`config.mk`:
```
export PLATFORM = sky130hd
export DESIGN_NAME = m16_pattern_filler
export DESIGN_NICKNAME = d
export VERILOG_FILES = /design/src/rtl/m16_filler_pkg.sv /design/src/rtl/m16_pattern_chan.sv /design/src/rtl/m16_pattern_filler.sv
export SDC_FILE = /design/constraint.sdc
export NUM_CORES = 1
export LEC_CHECK = 0
export CAP_MARGIN = 5
export CORE_MARGIN = 10
export CORE_UTILIZATION = 30
export DETAILED_ROUTE_END_ITERATION = 12
export HOLD_SLACK_MARGIN = 0.02
export PLACE_DENSITY = 0.56
export SLEW_MARGIN = 20
export SYNTH_ARGS = -nofsm -noshare
export SYNTH_HDL_FRONTEND = slang
export SYNTH_SLANG_ARGS = --single-unit
```
`constraint.sdc`:
```
create_clock -name clk -period 5.4 [get_ports clk]
set_input_delay 0.54 -clock clk [delete_from_list [all_inputs] [get_ports clk]]
set_output_delay 0.54 -clock clk [all_outputs]
set_load 0.005 [all_outputs]
```
`src/rtl/m16_filler_pkg.sv`:
```
// Shared definitions for the M16 pattern filler: channel modes, default
// idle word and a channel configuration record at the default widths.
package m16_filler_pkg;

    // Channel pattern modes; encoding matches the cfg_mode port values.
    typedef enum logic [2:0] {
        MODE_OFF    = 3'd0,
        MODE_CONST  = 3'd1,
        MODE_UP     = 3'd2,
        MODE_DOWN   = 3'd3,
        MODE_UPDOWN = 3'd4,
        MODE_GRP_UP = 3'd5
    } mode_e;

    localparam int DEF_WORD_W = 12;
    localparam int DEF_PTR_W  = 11;
    localparam int DEF_CNT_W  = 10;
    localparam int DEF_GRP_W  = 5;

    // Word returned when no channel supplies data.
    localparam logic [DEF_WORD_W-1:0] DEF_IDLE_WORD = 12'h002;

    // One channel's programmed configuration at the default widths.
    typedef struct packed {
        mode_e                mode;
        logic [DEF_PTR_W-1:0] slot;
        logic [DEF_PTR_W-1:0] mask;
        logic [DEF_CNT_W-1:0] init;
        logic [DEF_GRP_W-1:0] grp;
    } chan_cfg_t;

    // Raw mode field to enum; unused encodings disable the channel.
    function automatic mode_e decode_mode(input logic [2:0] raw);
        mode_e m;
        case (raw)
            3'd1:    m = MODE_CONST;
            3'd2:    m = MODE_UP;
            3'd3:    m = MODE_DOWN;
            3'd4:    m = MODE_UPDOWN;
            3'd5:    m = MODE_GRP_UP;
            default: m = MODE_OFF;
        endcase
        return m;
    endfunction

    // True for modes whose value comes from the stepping counter.
    function automatic logic is_counter(input mode_e m);
        return (m == MODE_UP) || (m == MODE_DOWN) ||
               (m == MODE_UPDOWN) || (m == MODE_GRP_UP);
    endfunction

endpackage

```
`src/rtl/m16_pattern_chan.sv`:
```
// One pattern channel: configuration registers, slot matcher, counter with
// direction bit, and the once-per-frame armed flag.
module m16_pattern_chan
    import m16_filler_pkg::*;
#(
    parameter int PTR_W = 11,
    parameter int CNT_W = 10,
    parameter int GRP_W = 5
) (
    input  logic             i_clk,
    input  logic             i_rst_n,
    input  logic             i_get,
    input  logic [PTR_W-1:0] i_ptr,
    input  logic [GRP_W-1:0] i_grp,
    input  logic             i_cfg_we,
    input  logic [2:0]       i_cfg_mode,
    input  logic [PTR_W-1:0] i_cfg_slot,
    input  logic [PTR_W-1:0] i_cfg_mask,
    input  logic [CNT_W-1:0] i_cfg_init,
    input  logic [GRP_W-1:0] i_cfg_grp,
    input  logic             i_step,
    output logic             o_match,
    output logic [CNT_W-1:0] o_value,
    output logic             o_group_ok,
    output logic             o_armed
);

    mode_e            r_mode;
    logic [PTR_W-1:0] r_slot;
    logic [PTR_W-1:0] r_mask;
    logic [CNT_W-1:0] r_init;
    logic [GRP_W-1:0] r_grp;
    logic [CNT_W-1:0] r_cnt;
    logic             r_dir_down;
    logic             r_armed;

    logic             w_match;
    logic [CNT_W-1:0] w_cnt_next;
    logic             w_dir_next;

    assign w_match    = (r_mode != MODE_OFF) &&
                        ((i_ptr & r_mask) == (r_slot & r_mask));
    assign o_match    = w_match;
    assign o_value    = (r_mode == MODE_CONST) ? r_init : r_cnt;
    assign o_group_ok = (r_mode != MODE_GRP_UP) || (i_grp == r_grp);
    assign o_armed    = r_armed;

    // Next counter value and direction for one step in the current mode.
    always_comb begin
        w_cnt_next = r_cnt;
        w_dir_next = r_dir_down;
        case (r_mode)
            MODE_UP, MODE_GRP_UP: w_cnt_next = r_cnt + CNT_W'(1);
            MODE_DOWN:            w_cnt_next = r_cnt - CNT_W'(1);
            MODE_UPDOWN: begin
                // Turn at an extreme: flip direction and move away from it in
                // the same step, so each extreme is emitted exactly once.
                if (!r_dir_down) begin
                    if (r_cnt == '1) begin
                        w_dir_next = 1'b1;
                        w_cnt_next = r_cnt - CNT_W'(1);
                    end else begin
                        w_cnt_next = r_cnt + CNT_W'(1);
                    end
                end else begin
                    if (r_cnt == '0) begin
                        w_dir_next = 1'b0;
                        w_cnt_next = r_cnt + CNT_W'(1);
                    end else begin
                        w_cnt_next = r_cnt - CNT_W'(1);
                    end
                end
            end
            default: ;
        endcase
    end

    // Config load, counter stepping and armed flag maintenance.
    always_ff @(posedge i_clk) begin
        if (!i_rst_n) begin
            r_mode     <= MODE_OFF;
            r_slot     <= '0;
            r_mask     <= '0;
            r_init     <= '0;
            r_grp      <= '0;
            r_cnt      <= '0;
            r_dir_down <= 1'b0;
            r_armed    <= 1'b1;
        end else if (i_cfg_we) begin
            // A config write takes priority over any step on this channel.
            r_mode     <= decode_mode(i_cfg_mode);
            r_slot     <= i_cfg_slot;
            r_mask     <= i_cfg_mask;
            r_init     <= i_cfg_init;
            r_grp      <= i_cfg_grp;
            r_cnt      <= i_cfg_init;
            r_dir_down <= 1'b0;
            r_armed    <= 1'b1;
        end else if (i_get) begin
            if (i_step) begin
                if (is_counter(r_mode)) begin
                    r_cnt      <= w_cnt_next;
                    r_dir_down <= w_dir_next;
                end
                r_armed <= 1'b0;
            end else if (!w_match) begin
                r_armed <= 1'b1;
            end
        end
    end

endmodule

```
`src/rtl/m16_pattern_filler.sv`:
```
// Telemetry word filler: NUM_CH pattern channels, lowest-index priority
// select, output word formatting and registered data/valid outputs.
module m16_pattern_filler
    import m16_filler_pkg::*;
#(
    parameter int                WORD_W    = 12,
    parameter int                PTR_W     = 11,
    parameter int                CNT_W     = 10,
    parameter int                GRP_W     = 5,
    parameter int                NUM_CH    = 8,
    parameter logic [WORD_W-1:0] IDLE_WORD = WORD_W'(DEF_IDLE_WORD),
    localparam int               CH_W      = (NUM_CH > 1) ? $clog2(NUM_CH) : 1
) (
    input  logic              clk,
    input  logic              reset,
    input  logic              bufGetWord,
    input  logic [PTR_W-1:0]  bufRdPointer,
    input  logic [GRP_W-1:0]  numGrp,
    input  logic              cfg_we,
    input  logic [CH_W-1:0]   cfg_ch,
    input  logic [2:0]        cfg_mode,
    input  logic [PTR_W-1:0]  cfg_slot,
    input  logic [PTR_W-1:0]  cfg_mask,
    input  logic [CNT_W-1:0]  cfg_init,
    input  logic [GRP_W-1:0]  cfg_grp,
    output logic [WORD_W-1:0] dataWord,
    output logic              dataValid
);

    localparam int PAD_W = WORD_W - 1 - CNT_W;

    logic [NUM_CH-1:0] w_ch_we;
    logic [NUM_CH-1:0] w_match;
    logic [NUM_CH-1:0] w_group_ok;
    logic [NUM_CH-1:0] w_armed;
    logic [NUM_CH-1:0] w_step;
    logic [CNT_W-1:0]  w_value [NUM_CH];

    logic              w_hit;
    logic              w_win_grp_ok;
    logic [CNT_W-1:0]  w_win_value;
    logic [NUM_CH-1:0] w_win_onehot;
    logic [WORD_W-1:0] w_fmt_word;
    logic [WORD_W-1:0] w_out_word;

    logic [WORD_W-1:0] r_data_word;
    logic              r_data_valid;

    for (genvar g = 0; g < NUM_CH; g++) begin : g_ch
        assign w_ch_we[g] = cfg_we && (cfg_ch == CH_W'(g));

        m16_pattern_chan #(
            .PTR_W (PTR_W),
            .CNT_W (CNT_W),
            .GRP_W (GRP_W)
        ) u_chan (
            .i_clk      (clk),
            .i_rst_n    (reset),
            .i_get      (bufGetWord),
            .i_ptr      (bufRdPointer),
            .i_grp      (numGrp),
            .i_cfg_we   (w_ch_we[g]),
            .i_cfg_mode (cfg_mode),
            .i_cfg_slot (cfg_slot),
            .i_cfg_mask (cfg_mask),
            .i_cfg_init (cfg_init),
            .i_cfg_grp  (cfg_grp),
            .i_step     (w_step[g]),
            .o_match    (w_match[g]),
            .o_value    (w_value[g]),
            .o_group_ok (w_group_ok[g]),
            .o_armed    (w_armed[g])
        );
    end

    // Lowest-index matching channel wins; capture its value and group status.
    always_comb begin
        w_hit        = 1'b0;
        w_win_grp_ok = 1'b0;
        w_win_value  = '0;
        w_win_onehot = '0;
        for (int unsigned i = 0; i < NUM_CH; i++) begin
            if (w_match[i] && !w_hit) begin
                w_hit           = 1'b1;
                w_win_grp_ok    = w_group_ok[i];
                w_win_value     = w_value[i];
                w_win_onehot[i] = 1'b1;
            end
        end
    end

    // Only an armed winner whose group requirement is met advances.
    assign w_step     = {NUM_CH{bufGetWord && w_win_grp_ok}} & w_win_onehot & w_armed;
    assign w_fmt_word = WORD_W'(w_win_value) << PAD_W;
    assign w_out_word = (w_hit && w_win_grp_ok) ? w_fmt_word : IDLE_WORD;

    // Register the selected word on each request; hold it otherwise.
    always_ff @(posedge clk) begin
        if (!reset) begin
            r_data_word  <= '0;
            r_data_valid <= 1'b0;
        end else begin
            r_data_valid <= bufGetWord;
            if (bufGetWord) begin
                r_data_word <= w_out_word;
            end
        end
    end

    assign dataWord  = r_data_word;
    assign dataValid = r_data_valid;

endmodule

```
# Word-level counts from Yosys, hierarchy flattened
# Index checks and enable logic that the tools add are counted.
[op_classes]
mul = 0
order_cmp = 0
shifts = 0
div = 0
addsub = 16
n_eq_ne = 92
n_reduce_logical = 153
mux = 145
bitwise = 19
[op_table]
columns = ["op", "count"]
rows = [
  ["$mux 10", 72],
  ["$pmux 10 s3", 8],
  ["$and 11x11->11", 16],
  ["$eq 11x11->1", 8],
  ["$add 10x1->10 const B", 8],
  ["$eq 10x10->1 const B", 8],
  ["$logic_not 10->1", 8],
  ["$sub 10x1->10 const B", 8],
  ["$eq 3x3->1 const B", 22],
  ["$reduce_and 4->1", 16],
  ["$mux 1", 63],
  ["$eq 3x2->1 const B", 20],
  ["$reduce_bool 2->1", 24],
  ["$eq 5x5->1", 8],
  ["$logic_or 1x1->1", 32],
  ["$reduce_bool 4->1", 8],
  ["$reduce_or 2->1", 16],
  ["$eq 3x1->1 const B", 10],
  ["$logic_and 1x1->1", 25],
  ["$ne 3x3->1 const B", 8],
  ["$reduce_bool 3->1", 8],
  ["$and 8x8->8", 2],
  ["$ne 2x2->1 const B", 8],
  ["$reduce_and 2->1", 8],
  ["other kinds (5)", 11],
]
[word_totals]
mem_bits_ro = 0
elab_cells = 491
input_bits = 63
ramBits = 0
mem_count = 0
latch_bits = 0
reg_bits = 429

# Logic depth before layout (Yosys ltp)
# Gate-level depths: netlist of run 1.
[logic_depth]
depth_word = 31
mapped_depth = 15
mapped_depth_nobuf = 12

# By module
# From an unflattened synthesis of run 1, not the netlist that was laid out.
[unflattened]
cells_unflattened = 2721
area_unflattened_um2 = 24334.6
[by_module_without_submodules]
columns = ["mod", "instances", "cells_each", "seq_area_each_um2", "area_per_inst_um2"]
rows = [
  ["m16_pattern_chan (g_ch[0].u_chan ...)", 4, 314, 1041.0, 2885.3],
  ["m16_pattern_chan (g_ch[4].u_chan ...)", 2, 317, 1041.0, 2931.6],
  ["m16_pattern_chan (g_ch[6].u_chan ...)", 2, 312, 1041.0, 2780.2],
  ["m16_pattern_filler", 1, 207, 220.2, 1370.1],
]

# Least setup slack after synthesis of run 1
# Ideal clock, no wire load.
[synth_timing]
path_type = "input port to flip-flop"
start = "input bufRdPointer[5]"
end = "register g_ch[0].u_chan.r_cnt[6]"
arrival_ns = 3.116
cell_stages = 13
setup_ns = 0.074
setup_slack_ns = 2.210
cell_sequence = "buf_2 -> xor2_1 -> a22oi_1 -> o311ai_1 -> or3_1 -> buf_2 -> nand3_2 -> a211oi_1 -> a211oi_4 -> o2111ai_2 -> buf_2 -> or3_1 -> a31oi_1"
[synth_via]
elab_chain_len = 30
elab_cells_between_ends = 58
cone_classes = "eq/ne (8); mux (15); bitwise (10); reduce/logical (25)"
[synth_rtl]
columns = ["element", "line_no", "rtl"]
rows = [
  ["from (decl)", "m16_pattern_filler.sv:17", "input logic [PTR_W-1:0] bufRdPointer,"],
  ["$and 11x11->11", "m16_pattern_chan.sv:42", "((i_ptr & r_mask) == (r_slot & r_mask));"],
  ["$eq 11x11->1", "m16_pattern_chan.sv:42", ""],
  ["$logic_and 1x1->1", "m16_pattern_chan.sv:41", "assign w_match = (r_mode != MODE_OFF) &&"],
  ["$mux 1", "m16_pattern_filler.sv:83", "if (w_match[i] && !w_hit) begin"],
  ["$logic_not 1->1", "m16_pattern_filler.sv:83", ""],
  ["$logic_and 1x1->1", "m16_pattern_filler.sv:83", ""],
  ["$mux 1", "m16_pattern_filler.sv:83", ""],
  ["$logic_not 1->1", "m16_pattern_filler.sv:83", ""],
  ["(+13 left out)", "n/a", ""],
  ["$mux 1", "m16_pattern_filler.sv:83", ""],
  ["$logic_not 1->1", "m16_pattern_filler.sv:83", ""],
  ["$logic_and 1x1->1", "m16_pattern_filler.sv:83", ""],
  ["$mux 1", "m16_pattern_filler.sv:83", ""],
  ["$logic_and 1x1->1", "m16_pattern_filler.sv:93", "assign w_step = {NUM_CH{bufGetWord && w_win_grp_ok}} & w_win_onehot & w_armed;"],
  ["$and 8x8->8 (*) (2 in a row)", "m16_pattern_filler.sv:93", ""],
  ["$reduce_bool 2->1 (no source line) (*)", "n/a", ""],
  ["$reduce_and 4->1 (no source line) (*)", "n/a", ""],
  ["to (signal assigned)", "m16_pattern_chan.sv:96", "r_cnt <= i_cfg_init;"],
  ["to (signal assigned)", "m16_pattern_chan.sv:102", "r_cnt <= w_cnt_next;"],
  ["to (decl)", "m16_pattern_chan.sv:33", "logic [CNT_W-1:0] r_cnt;"],
]
# Every way passes the cells marked *; elsewhere a longest branch is shown, timed or not.
# A chain may end at the register's enable or synchronous reset.

# Worst setup path after layout of run 1
[layout_timing]
start = "input bufRdPointer[3]"
end = "register g_ch[0].u_chan.r_cnt[3]"
# The elaborated chain is that of the path after synthesis.

==> impl_results.md, run 1 <==
- Status: completed
- Multiplexer area fraction after synthesis: 3.684%
- Slew Limit Fails: 0
- First-pass GRT wire length: 116300 um
- Worst-Skew Late Latency: ~0.60 ns
- Share of the synthesized area in the top cell type: 38.84%
- Final Setup Violations: 0
- Multi-input logic area: about 12000 um2
- Layout cells sized above 1: 6.539%
- Fin nets: just under 3000
- Root Buffer: clkbuf_16
- DP Wirelength: slightly above 50000 um
- Setup TNS: 0 ns
- Most common flop cell mapped by yosys: dfxtp_1
- Internal Power: 5.398 mW
- Initial Util: 30.22%
- Clock slew seen by the registers of the worst setup and hold paths: 0.06 ns
- CTS sink cnt: ~430
- H-tree depth: 2
- Xor/xnor share of the synthesized area: 7.561%
- Register bit total from synthesis: 427
- Synth Instances: 2913
- Max-slew headroom: 22.07%
- Worst Hold Margin: between 0.4 and 0.5 ns
- Die height: around 290 um
- LEAKAGE: 8.476 nW
- First-iteration detailed-routing DRC count: 1959
- RSZ-0062 raised after global routing: false
- 1st-pass router iterations: 6
- CTS max path bufs: 3
- Compound-gate portion of the synthesized area: 21.44%
- Synth cell count leaders: nand2_1 (729), a21oi_1 (432), dfxtp_1 (427)
- Sequential area share after synthesis: 38.84%
- Synth async-reset ratio: 0%
- Max-Cap Viols: 0
- Crit. End Element: register
- Netlist cell types: 82
- Yosys warns: 0
- Clock power frac: 45.4%
- GRT Total Usage: around 17%
- Core Footprint: 72830 um2
- Die area: 84600 um2
- PwrDens: 291.1 nW/um2
- Synth area leaders: dfxtp_1 (39%), nand2_1 (12%), a21oi_1 (9.8%)
- Number of remaining DRC errors: 0
- Post-CTS setup repair buffer count: 0
- Sw Share: around a quarter
- DP Cell Count: 3750
- P_sw: 1.899 mW
- Crit path kind: primary input to register
- Wire per inst: between 15 and 20 um
- Number of global-route vias before repair: 18398
- Synth Cell Area: 22010 um2
- Fill cells: 7749
- Post-synthesis simple-gate area fraction: about 22%
- CTS Buf Count: 46
- CP Launch Type: primary input
- Final min period: between 4 and 5 ns
- Worst path required time: 5.90 ns
- Min-Delay Path Class: register to register
- Placer Congestion: ~0.85
- Final Skew: roughly 0.028 ns
- WL final: 76280 um
- Synth Area per Inst: 7.555 um2
- Vias/cell: 5.275
- Post-route ant nets: 0
- Largest family of logic cells by synthesized area: simple AND/OR/NAND/NOR gates
- Leading area contributor after synthesis: dfxtp_1
- Final hold viol count: 0
- Top-count cell post-synth: nand2_1
- Fmax: 0.2340 GHz
- Row Count: 99
- Remaining global-route overflow: 0
- Largest net degree at the start of global routing: 187
- Seq pwr share: 45.1%
- CTS tree: done
- Input/output buffers: 73
- Post-CTS Resized: 0
- Antenna violations before repair: 2
- Actual slew at the worst max-slew pin: 1.165 ns
- Critical Path AT: 4.78 ns
- EDFF count, synth: 0
- Crit path max fanout: 15
- Fin crit share: roughly 80%
- Synthesized-area fraction occupied by adder cells: less than 1%
- Fin cells: approximately 3800
- Num ports: 76
- VDD IR max: 231.9 uV
- CTS Hold Bufs: 0
- Gate power share: 9.5%
- Via count: 20239
- Die width: about 290 um
- Area grow syn2layout: 13.90%
- Sequential cell area: approximately 8500 um2
[per-stage QoR]
| stage | utilization, % | cell area [um2] | power [mW] | setup WS (ns) |
|---|---|---|---|---|
| 2_1_floorplan | - | 22010 | 3.767 | 2.210 |
| 3_3_place_gp | 32.23 | 23480 | 4.044 | 0.6736 |
| 3_5_place_dp | 32.23 | 23480 | 4.046 | 0.6196 |
| 4_1_cts | 34.37 | 25040 | 7.346 | 1.223 |
| 5_1_grt | 34.41 | 25060 | 7.537 | 0.9566 |
| 6_report | 34.42 | 25070 | 7.298 | 1.127 |
[power groups by stage]
stage          clock network (mW)  logic [mW]  registers (mW)
5_1_grt                      3.49       0.749            3.30
3_5_place_dp                    0       0.687            3.36
4_1_cts                      3.37       0.690            3.29
2_1_floorplan                   0       0.435            3.33
6_report                     3.31       0.694            3.29
3_3_place_gp                    0       0.684            3.36
[placed cells by master (no fill, tap or decap), drive strengths merged, types with 16 or more instances in the layout]
cell,netlist,layout
a21oi,432,432
a22oi,30,30
a31oi,46,46
and3,18,18
buf,30,56
clkbuf,221,69
clkdlybuf4s50,0,72
dfxtp,427,427
ha,16,16
inv,34,36
mux2,16,16
mux2i,63,63
nand2,729,729
nand3,40,40
nand4,31,31
nor2,89,89
nor2b,27,27
nor3,50,50
o211ai,26,26
o21ai,120,120
o22ai,24,24
or3,30,30
xnor2,37,37
xor2,153,153
[cell type report]
type,instances,share of cell area [%]
well taps,959,4.787
inverters,34,0.5391
clock buffers,69,5.336
multi-input cells,2202,49.63
repair buffers,128,4.692
flip-flops and latches,427,34.10
clock inverters,15,0.8835
diodes,3,0.02995
[worst max-delay path, cell delays in order]
cell and delay [ns]:
clkdlybuf4s50_1 0.80, xor2_1 0.30, a221oi_1 0.54, nand4_1 0.38, a21boi_1 0.25, a2111oi_2 0.45
and2_1 0.23, buf_4 0.25, o2111ai_2 0.38, or3_1 0.48, a31oi_1 0.15
[path summary, 6_finish.rpt]
path,startpoint,end,slack (ns),cells past startpoint
setup / recovery,bufRdPointer[3],g_ch[0].u_chan.r_cnt[3],1.13,11
hold / removal,g_ch[2].u_chan.r_mask[10],g_ch[2].u_chan.r_mask[10],0.45,2
setup reg to reg,g_ch[5].u_chan.r_slot[0],g_ch[0].u_chan.r_cnt[3],1.61,11
hold reg to reg,g_ch[2].u_chan.r_mask[10],g_ch[2].u_chan.r_mask[10],0.45,2
[cell families after synthesis]
family | count (synthesis)
AND/OR/NAND/NOR | 1111
flip-flops | 427
multiplexers | 79
AO/OA/AOI/OAI | 804
XOR/XNOR | 190
other | 1
adder cells (fa/ha/maj) | 16
buffers and inverters | 285
[layer usage]
layer  share of wire, %  routed length [um]  up-vias  GRT usage (%)
met5              0.021                  16        -              0
met4                2.4                1812        4          4.716
met3                6.3                4834       94          2.703
met2                 45               34080      541          26.64
met1                 47               35540     9694          24.14
li1                   -                   -     9906              -
[flip-flops by register name, summed over array words and instances (netlist names)]
name / flops
dataValid: 1
dataWord: 10
g_ch.u_chan.o_armed: 8
g_ch.u_chan.r_cnt: 80
g_ch.u_chan.r_dir_down: 8
g_ch.u_chan.r_grp: 40
g_ch.u_chan.r_init: 80
g_ch.u_chan.r_mask: 88
g_ch.u_chan.r_mode: 24
g_ch.u_chan.r_slot: 88
(Power assumes the default switching activity.)
==> run 2: changes to the inputs <==
--- a/config.mk
+++ b/config.mk
@@ -10,7 +10,7 @@
 export CORE_UTILIZATION = 30
 export DETAILED_ROUTE_END_ITERATION = 12
 export HOLD_SLACK_MARGIN = 0.02
-export PLACE_DENSITY = 0.56
+export PLACE_DENSITY = 0.57
 export SLEW_MARGIN = 20
 export SYNTH_ARGS = -nofsm -noshare
 export SYNTH_HDL_FRONTEND = slang
==> constraint.sdc (replaced) <==
create_clock -name clk -period 3.6 [get_ports clk]
set_input_delay 0.36 -clock clk [delete_from_list [all_inputs] [get_ports clk]]
set_output_delay 0.36 -clock clk [all_outputs]
set_load 0.005 [all_outputs]
==> run 2 against run 1 <==
Net effect:
- sequential power rose by 50%
- utilization rose by 2.0 points
- register-to-register slack got worse by 1.3 ns
- flip-flop and latch count did not move
- clock skew rose by 0.00095 ns
- design area rose by 5.8%
- combinational power rose by 69%
- final cell count rose by 3.9%
- clock-buffer cell count did not move
- via count rose by 3.2%
- critical endpoint is now g_ch[7].u_chan.r_dir_down
- highest routed layer unchanged
==> impl_results.md, run 2 (synthesized netlist as in run 1, its figures left out) <==
- Sequential cell area: 8548 um2 (unchanged)
- RSZ-0062 raised after global routing: false (unchanged)
- WP buf/inv: 6 (was 2)
- LEAKAGE: 9.345 nW (was 8.476 nW)
- Final hold viol count: 0 (unchanged)
- CP most frequent cell: buf_4
- Multi-input logic area: 12450 um2 (was 12440 um2)
- Crit path kind: primary input to register (unchanged)
- Most frequent cells in the layout: nand2_1 (726), a21oi_1 (432), dfxtp_1 (427) (unchanged)
- Final min period: 3.407 ns
- Remaining global-route overflow: 0 (unchanged)
- 1st-pass router iterations: 5 (was 6)
- VDD IR max: 325.0 uV (was 231.9 uV)
- Root Buffer: clkbuf_16 (unchanged)
- Status: completed (unchanged)
- Number of remaining DRC errors: 0 (unchanged)
- Crit-path slowest cell: nor3_1 (was clkdlybuf4s50_1)
- Initial Util: 30.22% (unchanged)
- CTS Buf Count: 47 (was 46)
- CTS sink cnt: 427 (unchanged)
- Design area: 26530 um2 (was 25070 um2)
- First-pass GRT wire length: 118400 um (was 116300 um)
- Critical path's largest stage delay: 0.47 ns (was 0.80 ns)
- Die height: 290.9 um (unchanged)
- Met3 Use GR: 3.067% (was 2.703%)
- Vias/cell: 5.239 (was 5.275)
- Number of global-route vias before repair: 19154 (was 18398)
- Fin crit share: 94.65%
- GRT Total Usage: 17.50% (was 17.14%)
- WL final: 77640 um (was 76280 um)
- Most Crowded Layer GR: met2 (unchanged)
- Input/output buffers: 73 (unchanged)
- Min-Delay Path Class: primary input to register (was register to register)
- CP delay by family, top: simple AND/OR/NAND/NOR gates (was compound AO/OA/AOI/OAI gates)
- Biggest regs: g_ch.u_chan.r_mask (88), g_ch.u_chan.r_slot (88) (unchanged)
- Clock slew seen by the registers of the worst setup and hold paths: 0.06 ns (about the same)
- Die area: 84600 um2 (unchanged)
- PwrDens: 422.1 nW/um2 (was 291.1 nW/um2)
- Max-slew headroom: 25.35% (was 22.07%)
- Critical Path AT: 3.89 ns (was 4.78 ns)
- Final Skew: 0.02930 ns (was 0.02835 ns)
- First-iteration detailed-routing DRC count: 1817 (was 1959)
- Layout cells sized above 1: 11.37% (was 6.539%)
- Post-route ant nets: 0 (unchanged)
- Fmax: between 0.2 and 0.3 GHz
- Worst Hold Margin: 0.3641 ns (was 0.4530 ns)
- Slew Limit Fails: 0 (unchanged)
- DP Wirelength: 53690 um (was 51280 um)
- Antenna violations before repair: 1 (was 2)
- Placer Congestion: 0.8704 (was 0.8538)
- CTS max path bufs: 3 (unchanged)
- Core Footprint: 72830 um2 (unchanged)
- Largest net degree at the start of global routing: 105 (was 187)
- Final Setup Violations: 0 (unchanged)
- Post-CTS setup repair buffer count: 0 (unchanged)
- Crit path max fanout: 13 (was 15)
- Fin nets: 3067 (was 2918)
- Die width: 290.9 um (unchanged)
- CP Launch Type: primary input (unchanged)
- Actual slew at the worst max-slew pin: 1.116 ns (was 1.165 ns)
- Met1 usage: 23.79% (was 24.14%)
- Fill cells: 7647 (was 7749)
- Post-route total power: 11.20 mW (was 7.298 mW)
- Via count: 20878 (was 20239)
- CTS tree: done (unchanged)
- Crit. End Element: register (unchanged)
- Area grow syn2layout: 20.54% (was 13.90%)
- Most common cell after layout, fill and taps aside: nand2_1 (unchanged)
- Worst path required time: 4.08 ns (was 5.90 ns)
- Wire per inst: 19.48 um (was 19.88 um)
- Post-Place Cell Area: 24890 um2 (was 23480 um2)
- Max-Cap Viols: 0 (unchanged)
- CP Cell Sequence: clkdlybuf4s50_1 -> buf_4 -> buf_4 -> xor2_1 -> a22oi_1 -> buf_4 -> nand4_1 -> nor2_2 -> or2_2 -> buf_4 -> or3_1 -> buf_12 -> nor3_1 -> a41oi_1 -> a2111oi_0 (was clkdlybuf4s50_1 -> xor2_1 -> a221oi_1 -> nand4_1 -> a21boi_1 -> a2111oi_2 -> and2_1 -> buf_4 -> o2111ai_2 -> or3_1 -> a31oi_1)
- Row Count: 99 (unchanged)
- Num ports: 76 (unchanged)
- H-tree depth: 2 (unchanged)
- GR Util met2: 27.51% (was 26.64%)
- Worst-Skew Late Latency: 0.61 ns (was 0.60 ns)
[run 2: path summary, 6_finish.rpt]
path	start	endpoint	slack, ns	cells after the start
worst max-delay path	bufRdPointer[8]	g_ch[7].u_chan.r_dir_down	0.19	15
worst min-delay path	reset	g_ch[2].u_chan.r_cnt[2]	0.36	3
worst max register to register	g_ch[2].u_chan.r_slot[8]	g_ch[6].u_chan.r_cnt[0]	0.27	15
worst min register to register	g_ch[1].u_chan.r_init[7]	g_ch[1].u_chan.r_init[7]	0.45	2
[run 2: report_power, final]
| group | internal (mW) | total (mW) | switching, mW |
|---|---|---|---|
| Sequential | 4.83 | 4.93 | 0.101 |
| Clock | 2.98 | 5.09 | 2.12 |
| Combinational | 0.436 | 1.17 | 0.735 |
[run 2: layout make-up]
cell class              count  share of cell area [%]
flip-flops and latches    427                   32.22
well taps                 959                   4.523
multi-input cells        2202                   46.93
clock buffers              69                   5.084
repair buffers            276                   9.753
diodes                      1                0.009433
clock inverters            17                  0.9716
inverters                  34                  0.5094
[run 2: routing by layer]
| layer | routed length, um | share of wire, % |
|---|---|---|
| met4 | 2334 | 3.0 |
| met3 | 5022 | 6.5 |
| met1 | 35280 | 45 |
| met5 | 7 | 0.0090 |
| met2 | 34990 | 45 |
[run 2: stage by stage]
stage / utilization, % / instances / TNS [ns] / setup WS [ns]
2_1_floorplan: - / 2914 / 0 / 0.5902
3_3_place_gp: 34.17 / 3898 / -30.17 / -0.5380
3_5_place_dp: 34.17 / 3898 / -33.63 / -0.5323
4_1_cts: 36.38 / 3984 / 0 / 0.07380
5_1_grt: 36.42 / 3984 / 0 / 0.01669
6_report: 36.42 / 3985 / 0 / 0.1926
[run 2: timing repair]
item / in CTS / in global routing
hold buffers: 0 / 0
endpoints found under the setup margin: 0 / 30
gates resized for setup: 0 / 8
endpoints found under the hold margin: 0 / 0
[run 2: tightest hold or removal path: stages]
cell,delay (ns)
buf_2,0.32
o21ai_0,0.17
a21oi_1,0.05
==> run 3: changes to the inputs <==
--- a/config.mk
+++ b/config.mk
@@ -9,8 +9,9 @@
 export CORE_MARGIN = 10
 export CORE_UTILIZATION = 30
 export DETAILED_ROUTE_END_ITERATION = 12
+export DONT_BUFFER_PORTS = 1
 export HOLD_SLACK_MARGIN = 0.02
-export PLACE_DENSITY = 0.57
+export PLACE_DENSITY = 0.56
 export SLEW_MARGIN = 20
 export SYNTH_ARGS = -nofsm -noshare
 export SYNTH_HDL_FRONTEND = slang
==> run 3 against run 2 <==
Net effect:
- worst setup slack lost 0.057 ns
- via count shrank 2.9%
- clock-buffer cell count grew 2
- largest power group unchanged
- highest routed layer unchanged
==> impl_results.md, run 3 (synthesized netlist as in run 1, its figures left out) <==
- Initial Util: 30.22% (unchanged)
- First-iteration detailed-routing DRC count: 1755 (was 1817)
- GRT Total Usage: 17.36% (was 17.50%)
- Internal Power: 8.132 mW (was 8.245 mW)
- Actual slew at the worst max-slew pin: 1.195 ns (was 1.116 ns)
- Wire per inst: 20.15 um (was 19.48 um)
- Final Setup Violations: 0 (unchanged)
- Min-Delay Path Class: primary input to register (unchanged)
- Core Footprint: 72830 um2 (unchanged)
- Final min period: 3.465 ns (was 3.407 ns)
- P_sw: 2.876 mW (was 2.954 mW)
- Clock power frac: 46.4% (was 45.5%)
- Worst Hold Margin: 0.04212 ns (was 0.3641 ns)
- Num ports: 76 (unchanged)
- Most frequent cells in the layout: nand2_1 (726), a21oi_1 (432), dfxtp_1 (427) (unchanged)
- Via count: 20274 (was 20878)
- Biggest regs: g_ch.u_chan.r_mask (88), g_ch.u_chan.r_slot (88) (unchanged)
- Crit. End Element: register (unchanged)
- Worst-Skew Late Latency: 0.61 ns (about the same)
- Layout cells sized above 1: 7.748% (was 11.37%)
- Sw Share: 26.13% (was 26.38%)
- LEAKAGE: 8.608 nW (was 9.345 nW)
- Most common cell after layout, fill and taps aside: nand2_1 (unchanged)
- Critical path's largest stage delay: 0.70 ns (was 0.47 ns)
- Fin nets: 2920 (was 3067)
- Largest net degree at the start of global routing: 109 (was 105)
- First-pass GRT wire length: 116600 um (was 118400 um)
- CTS tree: done (unchanged)
- Die area: 84600 um2 (unchanged)
- Gate power share: 8.8% (was 10.5%)
- Number of remaining DRC errors: 0 (unchanged)
- Row Count: 99 (unchanged)
- Max-slew headroom: 20.09% (was 25.35%)
- Fin crit share: 96.24% (was 94.65%)
- VDD IR max: 346.3 uV (was 325.0 uV)
- Worst path required time: 4.12 ns (was 4.08 ns)
- Area grow syn2layout: 14.51% (was 20.54%)
- Final core utilization: 34.60% (was 36.42%)
- Final hold viol count: 0 (unchanged)
- Post-CTS setup repair buffer count: 0 (unchanged)
- Root Buffer: clkbuf_16 (unchanged)
- PwrDens: 436.8 nW/um2 (was 422.1 nW/um2)
- Critical Path AT: 3.99 ns (was 3.89 ns)
- Crit path kind: register to register (was primary input to register)
- Antenna violations before repair: 15 (was 1)
- Die height: 290.9 um (unchanged)
- Crit-path slowest cell: o21ai_0 (was nor3_1)
- CP Cell Sequence: xor2_1 -> a22oi_1 -> nand2_1 -> o21ai_0 -> o31ai_1 -> a211oi_4 -> buf_12 -> o21ai_1 -> buf_12 -> or3_1 -> a31oi_1 (was clkdlybuf4s50_1 -> buf_4 -> buf_4 -> xor2_1 -> a22oi_1 -> buf_4 -> nand4_1 -> nor2_2 -> or2_2 -> buf_4 -> or3_1 -> buf_12 -> nor3_1 -> a41oi_1 -> a2111oi_0)
- WL final: 77490 um (was 77640 um)
- Fmax: 0.2886 GHz (was 0.2935 GHz)
- CTS Buf Count: 47 (unchanged)
- Input/output buffers: 0 (was 73)
- WP buf/inv: 2 (was 6)
- Vias/cell: 5.271 (was 5.239)
- CP Launch Type: register (was primary input)
- Post-route ant nets: 0 (unchanged)
- Status: completed (unchanged)
- Die width: 290.9 um (unchanged)
- Number of global-route vias before repair: 18373 (was 19154)
- Max-Cap Viols: 0 (unchanged)
- Seq pwr share: 44.8% (was 44.1%)
- CP most frequent cell: buf_12 (was buf_4)
- CTS max path bufs: 3 (unchanged)
- RSZ-0062 raised after global routing: false (unchanged)
- 1st-pass router iterations: 6 (was 5)
- Remaining global-route overflow: 0 (unchanged)
- Clock slew seen by the registers of the worst setup and hold paths: 0.06 ns (about the same)
- DP Wirelength: 50570 um (was 53690 um)
- Final Skew: 0.02391 ns (was 0.02930 ns)
- H-tree depth: 2 (unchanged)
- Placer Congestion: 0.8533 (was 0.8704)
- Setup TNS: 0 ns (unchanged)
- CTS sink cnt: 427 (unchanged)
- CP delay by family, top: compound AO/OA/AOI/OAI gates (was simple AND/OR/NAND/NOR gates)
- Crit path max fanout: 45 (was 13)
- Slew Limit Fails: 0 (unchanged)
[run 3: cell count changes in the layout (fill, tap and decap cells not counted), moves of 8 or more]
cell             previous run  this run
clkdlybuf4s50_1            72         0
buf_12                     27        12
diode_2                     1         9
buf_4                     176        75
dlygate4sd3_1               0        41
[run 3: what timing repair did]
action / 4_1_cts / 5_1_grt
hold endpoints to repair: 396 / 0
gates resized for setup: 0 / 5
endpoints found under the setup margin: 0 / 18
hold buffers: 44 / 0
[run 3: cell type report]
cell class	count	area (um2)
clock buffers	71	1356
repair buffers	129	1241
flip-flops and latches	427	8548
multi-input cells	2202	12460
diodes	9	22.52
clock inverters	15	242.7
well taps	959	1200
fillers	7715	47630
inverters	34	135.1
[run 3: path summary, 6_finish.rpt]
path	slack, ns	to	cells past startpoint	from
worst max-delay path	0.14	g_ch[3].u_chan.r_cnt[9]	11	g_ch[3].u_chan.r_slot[2]
worst min-delay path	0.04	g_ch[2].u_chan.o_armed	3	bufGetWord
worst max register to register	0.14	g_ch[3].u_chan.r_cnt[9]	11	g_ch[3].u_chan.r_slot[2]
worst min register to register	0.45	g_ch[1].u_chan.r_init[7]	2	g_ch[1].u_chan.r_init[7]
[run 3: per-stage QoR]
stage | setup slack (ns) | power (mW) | instance area [um2] | std cells
2_1_floorplan | 0.5902 | 5.651 | 22010 | 2914
3_3_place_gp | 0.1491 | 5.814 | 23040 | 3706
3_5_place_dp | 0.1101 | 5.819 | 23060 | 3707
4_1_cts | 0.1565 | 11.06 | 25140 | 3837
5_1_grt | 0.01006 | 11.34 | 25190 | 3841
6_report | 0.1355 | 11.01 | 25200 | 3846
[run 3: worst reg2reg max path: cells and delay by family, from the launching register on]
family	cells	cell delay, ns
xor gates and xnor gates	1	0.16
AOI/OAI and AO/OA	6	1.94
and+or+nand+nor	2	0.52
buffers and inverters	2	0.46
DFF	1	0.32
[run 3: per-layer routing]
| metal | global-route usage (%) | wire length (um) | part of all wire (%) |
|---|---|---|---|
| met1 | 23.41 | 35060 | 45 |
| met5 | 0 | 80 | 0.10 |
| met3 | 3.743 | 5410 | 7.0 |
| met2 | 27.60 | 35220 | 45 |
| met4 | 4.615 | 1721 | 2.2 |
[run 3: power groups by stage]
stage / registers, mW / clock network (mW) / logic, mW
after global placement: 5.04 / 0 / 0.778
after global routing: 4.95 / 5.34 / 1.05
after CTS: 4.93 / 5.17 / 0.956
after detailed placement: 5.04 / 0 / 0.783
after floorplan: 5.00 / 0 / 0.652
final: 4.93 / 5.10 / 0.971
